## src/rtl/muldiv_pkg.sv

```systemverilog
// Shared definitions for the multiply/divide sequencer.
//   - ALU control codes. The same codes are used by ALU_control. Only
//     ALU_MUL and ALU_DIV are acted on by muldiv_sequencer.
//   - state_t: sequencer FSM states.
package muldiv_pkg;

    localparam logic [2:0] ALU_ADD = 3'b000;
    localparam logic [2:0] ALU_SUB = 3'b001;
    localparam logic [2:0] ALU_MUL = 3'b010;
    localparam logic [2:0] ALU_DIV = 3'b011;
    localparam logic [2:0] ALU_AND = 3'b100;
    localparam logic [2:0] ALU_OR  = 3'b101;
    localparam logic [2:0] ALU_XOR = 3'b110;

    typedef enum logic [1:0] {
        IDLE = 2'd0,
        MUL  = 2'd1,
        DIV  = 2'd2,
        DONE = 2'd3
    } state_t;

endpackage

```

## src/rtl/muldiv_step.sv

```systemverilog
// Single combinational iteration of the multiply/divide datapath.
//   mode_div_i  0 = shift-add multiply step, 1 = restoring divide step
//   rem_i/o     WIDTH+1 bit upper accumulator / partial remainder
//   quo_i/o     WIDTH bit lower register (multiplier bits shift out,
//               quotient bits shift in)
//   b_i         multiplicand / divisor magnitude
module muldiv_step
    import muldiv_pkg::*;
#(
    parameter int WIDTH = 32
) (
    input  logic             mode_div_i,
    input  logic [WIDTH:0]   rem_i,
    input  logic [WIDTH-1:0] quo_i,
    input  logic [WIDTH-1:0] b_i,
    output logic [WIDTH:0]   rem_o,
    output logic [WIDTH-1:0] quo_o
);

    logic [WIDTH:0]   sum;
    logic [WIDTH:0]   shifted;
    logic [WIDTH+1:0] diff;

    always_comb begin
        // Multiply: the upper half never exceeds WIDTH bits, so the WIDTH+1 bit
        // sum keeps the carry. The sum then shifts right into the low half.
        sum     = rem_i + (quo_i[0] ? {1'b0, b_i} : {(WIDTH+1){1'b0}});
        // Divide: bring down the next dividend bit and trial-subtract. The extra
        // bit of diff is the borrow, and a set borrow means restore.
        shifted = {rem_i[WIDTH-1:0], quo_i[WIDTH-1]};
        diff    = {1'b0, shifted} - {2'b00, b_i};
        if (mode_div_i) begin
            rem_o = diff[WIDTH+1] ? shifted : diff[WIDTH:0];
            quo_o = {quo_i[WIDTH-2:0], ~diff[WIDTH+1]};
        end else begin
            rem_o = {1'b0, sum[WIDTH:1]};
            quo_o = {sum[0], quo_i[WIDTH-1:1]};
        end
    end

endmodule

```

## src/rtl/muldiv_sequencer.sv

```systemverilog
// Multi-cycle multiply/divide sequencer with MIPS-style HI/LO results.
// It iterates one bit per cycle, for WIDTH cycles.
// Ports:
//   clk, rst_n     clock, asynchronous active-low reset
//   start          request, sampled only in IDLE
//   alu_ctrl       ALU_MUL / ALU_DIV accepted; all other codes are ignored
//   op_signed      signed select; honoured only when MULDIV_SIGNED_EN is defined
//   op_a, op_b     multiplicand/dividend, multiplier/divisor
//   busy           iteration in progress (pipeline stall)
//   done           one-cycle pulse; hi/lo are valid from this cycle
//   hi, lo         mul: product upper/lower; div: remainder/quotient
//   div_zero       last div had op_b == 0; held until the next accepted start
// Build option: MULDIV_SIGNED_EN adds magnitude conversion on accept and
// sign-fixes the result on the edge that enters DONE.
module muldiv_sequencer
    import muldiv_pkg::*;
#(
    parameter int WIDTH = 32,
    parameter int CNT_W = $clog2(WIDTH) + 1
) (
    input  logic             clk,
    input  logic             rst_n,
    input  logic             start,
    input  logic [2:0]       alu_ctrl,
    input  logic             op_signed,
    input  logic [WIDTH-1:0] op_a,
    input  logic [WIDTH-1:0] op_b,
    output logic             busy,
    output logic             done,
    output logic [WIDTH-1:0] hi,
    output logic [WIDTH-1:0] lo,
    output logic             div_zero
);

    state_t           state_q, state_d;
    logic [CNT_W-1:0] cnt_q, cnt_d;
    logic [WIDTH:0]   rem_q, rem_d;
    logic [WIDTH-1:0] quo_q, quo_d;
    logic [WIDTH-1:0] b_q, b_d;
    logic [WIDTH-1:0] hi_q, hi_d;
    logic [WIDTH-1:0] lo_q, lo_d;
    logic             dz_q, dz_d;

    logic [WIDTH:0]     step_rem;
    logic [WIDTH-1:0]   step_quo;
    logic [WIDTH-1:0]   a_mag, b_mag;
    logic [WIDTH-1:0]   rem_src, rem_fix, quo_fix;
    logic [2*WIDTH-1:0] prod_fix;

    muldiv_step #(.WIDTH(WIDTH)) u_step (
        .mode_div_i (state_q == DIV),
        .rem_i      (rem_q),
        .quo_i      (quo_q),
        .b_i        (b_q),
        .rem_o      (step_rem),
        .quo_o      (step_quo)
    );

    // For a divide by zero, quo_q still holds the dividend. That value
    // becomes the remainder, so hi returns op_a.
    assign rem_src = (b_q == '0) ? quo_q : step_rem[WIDTH-1:0];

`ifdef MULDIV_SIGNED_EN
    logic neg_res_q, neg_res_d;   // negate the product or quotient
    logic neg_rem_q, neg_rem_d;   // the remainder follows the dividend sign
    logic a_neg, b_neg;

    assign a_neg    = op_signed & op_a[WIDTH-1];
    assign b_neg    = op_signed & op_b[WIDTH-1];
    assign a_mag    = a_neg ? -op_a : op_a;
    assign b_mag    = b_neg ? -op_b : op_b;
    assign prod_fix = neg_res_q ? -{step_rem[WIDTH-1:0], step_quo}
                                :  {step_rem[WIDTH-1:0], step_quo};
    assign quo_fix  = neg_res_q ? -step_quo : step_quo;
    assign rem_fix  = neg_rem_q ? -rem_src : rem_src;
`else
    logic unused_op_signed;
    assign unused_op_signed = op_signed;
    assign a_mag    = op_a;
    assign b_mag    = op_b;
    assign prod_fix = {step_rem[WIDTH-1:0], step_quo};
    assign quo_fix  = step_quo;
    assign rem_fix  = rem_src;
`endif

    always_comb begin
        state_d = state_q;
        cnt_d   = cnt_q;
        rem_d   = rem_q;
        quo_d   = quo_q;
        b_d     = b_q;
        hi_d    = hi_q;
        lo_d    = lo_q;
        dz_d    = dz_q;
        busy    = 1'b0;
        done    = 1'b0;
`ifdef MULDIV_SIGNED_EN
        neg_res_d = neg_res_q;
        neg_rem_d = neg_rem_q;
`endif
        case (state_q)
            IDLE: begin
                if (start && (alu_ctrl == ALU_MUL || alu_ctrl == ALU_DIV)) begin
                    state_d = (alu_ctrl == ALU_MUL) ? MUL : DIV;
                    cnt_d   = CNT_W'(WIDTH - 1);
                    rem_d   = '0;
                    quo_d   = a_mag;
                    b_d     = b_mag;
                    dz_d    = 1'b0;
`ifdef MULDIV_SIGNED_EN
                    neg_res_d = a_neg ^ b_neg;
                    neg_rem_d = a_neg;
`endif
                end
            end
            MUL: begin
                busy  = 1'b1;
                rem_d = step_rem;
                quo_d = step_quo;
                if (cnt_q == '0) begin
                    state_d      = DONE;
                    {hi_d, lo_d} = prod_fix;
                end else begin
                    cnt_d = cnt_q - CNT_W'(1);
                end
            end
            DIV: begin
                busy = 1'b1;
                if (b_q == '0) begin
                    state_d = DONE;
                    dz_d    = 1'b1;
                    hi_d    = rem_fix;
                    lo_d    = '1;
                end else begin
                    rem_d = step_rem;
                    quo_d = step_quo;
                    if (cnt_q == '0) begin
                        state_d = DONE;
                        hi_d    = rem_fix;
                        lo_d    = quo_fix;
                    end else begin
                        cnt_d = cnt_q - CNT_W'(1);
                    end
                end
            end
            DONE: begin
                done    = 1'b1;
                state_d = IDLE;
            end
            default: state_d = IDLE;
        endcase
    end

    always_ff @(posedge clk or negedge rst_n) begin
        if (!rst_n) begin
            state_q <= IDLE;
        end else begin
            state_q <= state_d;
        end
    end

    always_ff @(posedge clk or negedge rst_n) begin
        if (!rst_n) begin
            cnt_q <= '0;
            rem_q <= '0;
            quo_q <= '0;
            b_q   <= '0;
            hi_q  <= '0;
            lo_q  <= '0;
            dz_q  <= 1'b0;
        end else begin
            cnt_q <= cnt_d;
            rem_q <= rem_d;
            quo_q <= quo_d;
            b_q   <= b_d;
            hi_q  <= hi_d;
            lo_q  <= lo_d;
            dz_q  <= dz_d;
        end
    end

`ifdef MULDIV_SIGNED_EN
    always_ff @(posedge clk or negedge rst_n) begin
        if (!rst_n) begin
            neg_res_q <= 1'b0;
            neg_rem_q <= 1'b0;
        end else begin
            neg_res_q <= neg_res_d;
            neg_rem_q <= neg_rem_d;
        end
    end
`endif

    assign hi       = hi_q;
    assign lo       = lo_q;
    assign div_zero = dz_q;

endmodule

```

## config.mk

```make
export PLATFORM = sky130hd
export DESIGN_NAME = muldiv_sequencer
export DESIGN_NICKNAME = d
export VERILOG_FILES = /design/src/rtl/muldiv_pkg.sv /design/src/rtl/muldiv_step.sv /design/src/rtl/muldiv_sequencer.sv
export SDC_FILE = /design/constraint.sdc
export NUM_CORES = 1
export LEC_CHECK = 0
export CORE_UTILIZATION = 40
export DETAILED_ROUTE_END_ITERATION = 7
export HOLD_SLACK_MARGIN = 0.1
export PLACE_DENSITY = 0.71
export SLEW_MARGIN = 20
export SYNTH_ARGS = -nofsm -noshare
export SYNTH_HDL_FRONTEND = slang
export SYNTH_SLANG_ARGS = --single-unit
```

## constraint.sdc

```tcl
create_clock -name clk -period 3 [get_ports clk]
set_input_delay 0.3 -clock clk [delete_from_list [all_inputs] [get_ports clk]]
set_output_delay 0.3 -clock clk [all_outputs]
set_load 0.01 [all_outputs]
```

# == After elaboration in Yosys (flattened, before gate mapping) ==
# Cells that the tools add are included.
# word_totals
reg_bits,170
# op_classes
addsub,3
n_eq_ne,10
muxes,32
bitwise,1
n_reduce_logical,13
# op_table
cell,count
32-bit 2-to-1 mux,10
33-bit 2-to-1 mux,4
32-bit one-hot mux with 2 select lines,2
33-bit one-hot mux with 3 select lines,1
32-bit one-hot mux with 3 select lines,1
33-bit by 32-bit subtractor with 34-bit output,1
33-bit adder,1
32-bit logical NOT,1
6-bit 2-to-1 mux,3
6-bit one-hot mux with 3 select lines,1
3-bit AND reduction,3
2-bit 2-to-1 mux,4
2-bit inequality test (second input constant),4
2-bit one-hot mux with 4 select lines,1
3-bit by 2-bit == test with 1-bit output (second input constant),2
6-bit logical NOT,1
6-bit by 1-bit subtractor with 6-bit output (second input constant),1
2-bit == test (second input constant),2
1-bit 2-to-1 mux,4
2-bit nonzero test,2
3-bit inequality test (second input constant),1
3-bit nonzero test,1
2-bit by 1-bit == test with 1-bit output (second input constant),1
2-bit logical NOT,1
other kinds (6),6

# == Logic depth before layout (Yosys ltp) ==
# depth
word_depth,7
depth_mapped,14

# == Hierarchy ==
# Synthesis repeated with hierarchy kept, for this count alone.
# hier_totals
hier_cells,1372
area_unflattened_um2,12239.2
# by_module_without_submodules
mod,instances,cells_per_inst,area_per_inst_um2,seq_area_each_um2
muldiv_sequencer,1,675,7546.0,4254.1
muldiv_step,1,697,4693.3,0.0

# == Least setup slack after synthesis ==
# OpenSTA, ideal clock, no wires.
# synth_path
kind,reg-to-reg
start,register quo_q[0]
end,register rem_q[29]
setup_time_ps,90
t_arrival_ps,3084
slack_ps,-174
stages_incl_launch_ff,15
synth_period_minus_slack_ps,3174
cell_sequence,dfrtp_1 clkbuf_1 and2_1 ha_1 inv_1 fa_1 nor2b_1 o31ai_1 a2111oi_0 a311o_1 nand3_1 a21boi_1 o41ai_2 xor2_1 o221ai_1
# synth_via
elab_chain_len,5
# synth_lines
item,line,text
"start, declared",muldiv_sequencer.sv:38,"logic [WIDTH-1:0] quo_q, quo_d;"
"start signal, assigned",muldiv_sequencer.sv:174,quo_q <= quo_d;
32-bit 2-to-1 mux (*),muldiv_step.sv:27,"sum = rem_i + (quo_i[0] ? {1'b0, b_i} : {(WIDTH+1){1'b0}});"
33-bit adder (*),muldiv_step.sv:27,
33-bit 2-to-1 mux (*),muldiv_step.sv:32,if (mode_div_i) begin
33-bit 2-to-1 mux,muldiv_sequencer.sv:129,if (b_q == '0) begin
33-bit one-hot mux with 3 select lines (*),muldiv_sequencer.sv:101,case (state_q)
"end signal, assigned",muldiv_sequencer.sv:173,rem_q <= rem_d;
"end, declared",muldiv_sequencer.sv:37,"logic [WIDTH:0] rem_q, rem_d;"
# Every way passes the cells marked *; elsewhere a longest branch is shown, timed or not. The select of a mux whose other input is x is not followed.
# A chain may end at the register's enable or synchronous reset.

# == Final worst setup path ==
# layout_path
start,register quo_q[0]
end,register rem_q[30]
# The elaborated chain is that of the path after synthesis.

==> reports/summary.txt <==
Die span in y = 180 um
Die width = 180 um
CTS Sinks = 170
Pwr Density = 1130 nW/um^2
Routing usage on met1 = 33.7%
Share of the clock period used by the worst path = 107%
Initial Utilization = 41.0%
Hold WS = 0.436 ns
First-pass GRT wire length = 72.3 mm
DRC = 0
IO Port Bufs = 136
Pre-antenna DRT Iters = 7
Crit path required time = 3.35 ns
Yosys top cell by area = dfrtp_1
Critical Path Max Stage Delay = 0.48 ns
Total grt overflow = 0
Clock buffer depth = 2
CP arrival = 3.55 ns
Layout cells sized above 1 = 30.0%
Clock-pin slew on the worst setup and hold paths = 0.08 ns
Post-synth top area share = 33.5%
Library cells used by synthesis = 78
Final TNS setup = -1.46 ns
Vias in the first global route = 13,500
Total length of routed wires = 46.8 mm
Final Non-Filler Cells = 2,322
TritonCTS clock tree = done
Core ar. = 30,900 sq um
Root Driver = clkbuf_16
Cells after synthesis = 1,549
Mapped cell area = 12,700 sq um
Ant. Diodes = 0
Via density = 5.74
Top post-synthesis cells by area = dfrtp_1, ha_1, nand2_1, a21oi_1, o21ai_0
Worst slew margin = 49.1%
Setup violations, final = 21
Pleak = 8.25 nW
All-layer global routing usage = 28.5%
Yosys reg bits = 170
Global-route met2 utilization = 49.5%
Initial antenna violation count = 1
CTS Buf Count = 17
Critical path endpoint category = flip-flop
Setup ws final = -0.206 ns
Fin crit period = 3.21 ns
Worst-Margin Slew = 0.744 ns
VDD IR max = 739 uV
Grt met3 use = 5.09%
Slowest CP cell = dfrtp_2
Fin Clk Skew = 0.0130 ns
Ys async rst share = 100%
Total power = 0.0208 W
H-tree levels = 4
Area growth syn-to-layout = 45.2%
Ys Warns = 0
Post-DP HPWL = 34.8 mm
HP Class = in -> async
Post-synth top flop = dfrtp_1
Antenna Nets Post-Route = 0
Largest net degree at the start of global routing = 83
Final count of hold timing violations = 0
Most common cell after layout, fill and taps aside = buf_4
Clk_lat worst skew = 0.46 ns
EDFF count, synth = 0
Sequential share of the synthesized area = 33.5%
Critical path fanouts, max = 6
Status = finished, violations left
Ports = 138
Max-Cap Viols = 0
# rows = 64
Slew Limit Fails = 0
Commonest non-fill, non-tap cells in the layout = buf_4, nand2_1, dfrtp_1
Busiest layer in global routing = met2
Crit-path cells = buf_6 > and2_4 > ha_4 > a21oi_4 > nand2_1 > a311o_1 > or2_1 > a311oi_2 > buf_4 > o31ai_2 > xor2_1 > or2_0 > a32o_1
Syn_nets = 1,693
Vias after detailed routing = 13,300
DR iter-0 viols = 908
Critical path class = reg -> reg
RSZ-0062 raised after global routing = true
Cell family with most CP delay = compound AO/OA/AOI/OAI gates
Fmax = 0.312 GHz
Die area = 32,400 sq um
GPL Wtd Cong = 0.941
Post-placement cell count = 2,265
Avg Inst Size Synth = 8.19 sq um
Failing checks = setup timing
WL per Instance = 20.2 um
Buf/Inv on CP = 2
Crit path launch type = flip-flop
Fin nets = 2,058
report_power, final:
group,internal (W),switching [W]
logic,0.00674,0.00791
registers,0.00305,0.000732
clock network,0.00133,0.00106
total,0.0111,0.00970
state kept, by name, summed over array words and instances, names as in the netlist:
| register | flops |
|---|---|
| b_q | 32 |
| cnt_q | 6 |
| div_zero | 1 |
| hi | 32 |
| lo | 32 |
| quo_q | 32 |
| rem_q | 33 |
| state_q | 2 |
per-layer routing:
metal	part of all wire [%]	routed length (um)	up-vias
met1	40	18900	6535
met5	0	0	-
met2	50	23500	366
li1	-	-	6324
met3	4.8	2270	110
met4	4.7	2200	0
Yosys cell counts (all sizes together) (5+ instances only):
cell,instances
nand2,206
dfrtp,170
o21ai,138
a21oi,137
nor2,133
clkbuf,74
ha,71
mux2i,55
o211ai,53
inv,50
a21o,43
and2,38
mux2,35
buf,31
xor2,27
nand3,26
nor3,23
xnor2,22
nand4,21
a31oi,14
and3,14
a211oi,13
nor4,13
o21a,13
o31ai,10
or2,10
or3,8
a211o,6
nand2b,6
nor2b,6
a22oi,5
a32o,5
and4,5
o22ai,5
or4,5
path summary, 6_finish.rpt:
path                       depth (start not counted)  slack (ns)        end     start
max                                               13       -0.21  rem_q[30]  quo_q[0]
min reg2reg                                        2        0.49     hi[10]    hi[10]
max reg2reg                                       13       -0.21  rem_q[30]  quo_q[0]
max in group asynchronous                          3        1.67  quo_q[22]     rst_n
min in group clk                                   2        0.45    b_q[17]  op_b[17]
min                                                2        0.44     lo[29]     rst_n
cell families (layout without fill, tap and decap cells):
kind of cell,after synthesis,count (layout),share of synthesized area (%)
AOI/OAI and AO/OA,489,489,24.3
xor gates and xnor gates,49,49,3.38
adders and majority gates,73,73,7.32
buffers and inverters,155,532,4.92
DFF,170,170,33.5
muxes,90,90,7.45
and+or+nand+nor,523,523,19.1
layout make-up:
class	instances	area [sq um]
Fill cell	2738	12500
Multi-Input combinational cell	1224	8960
Sequential cell	170	4260
Timing Repair Buffer	451	3890
Tap cell	396	495
Clock buffer	17	425
Inverter	50	188
Clock inverter	14	186
repair_timing:
action                                  4_1_cts  5_1_grt
endpoints found under the hold margin        68        0
pin swaps                                    36       46
setup buffers                                20       11
gates cloned                                  1        1
resized for setup                           118      147
hold buffers                                  1        0
endpoints found under the setup margin       56       63
stage by stage:
stage | utilization [%] | area (sq um) | worst slack, ns
6_report | 59.6 | 18400 | -0.206
5_1_grt | 59.6 | 18400 | -0.321
4_1_cts | 57.5 | 17800 | -0.191
3_5_place_dp | 53.0 | 16400 | -0.374
3_3_place_gp | 53.0 | 16400 | -0.381
2_1_floorplan | - | 12700 | 0.00103
No activity file was read; power rests on OpenSTA's default activity.
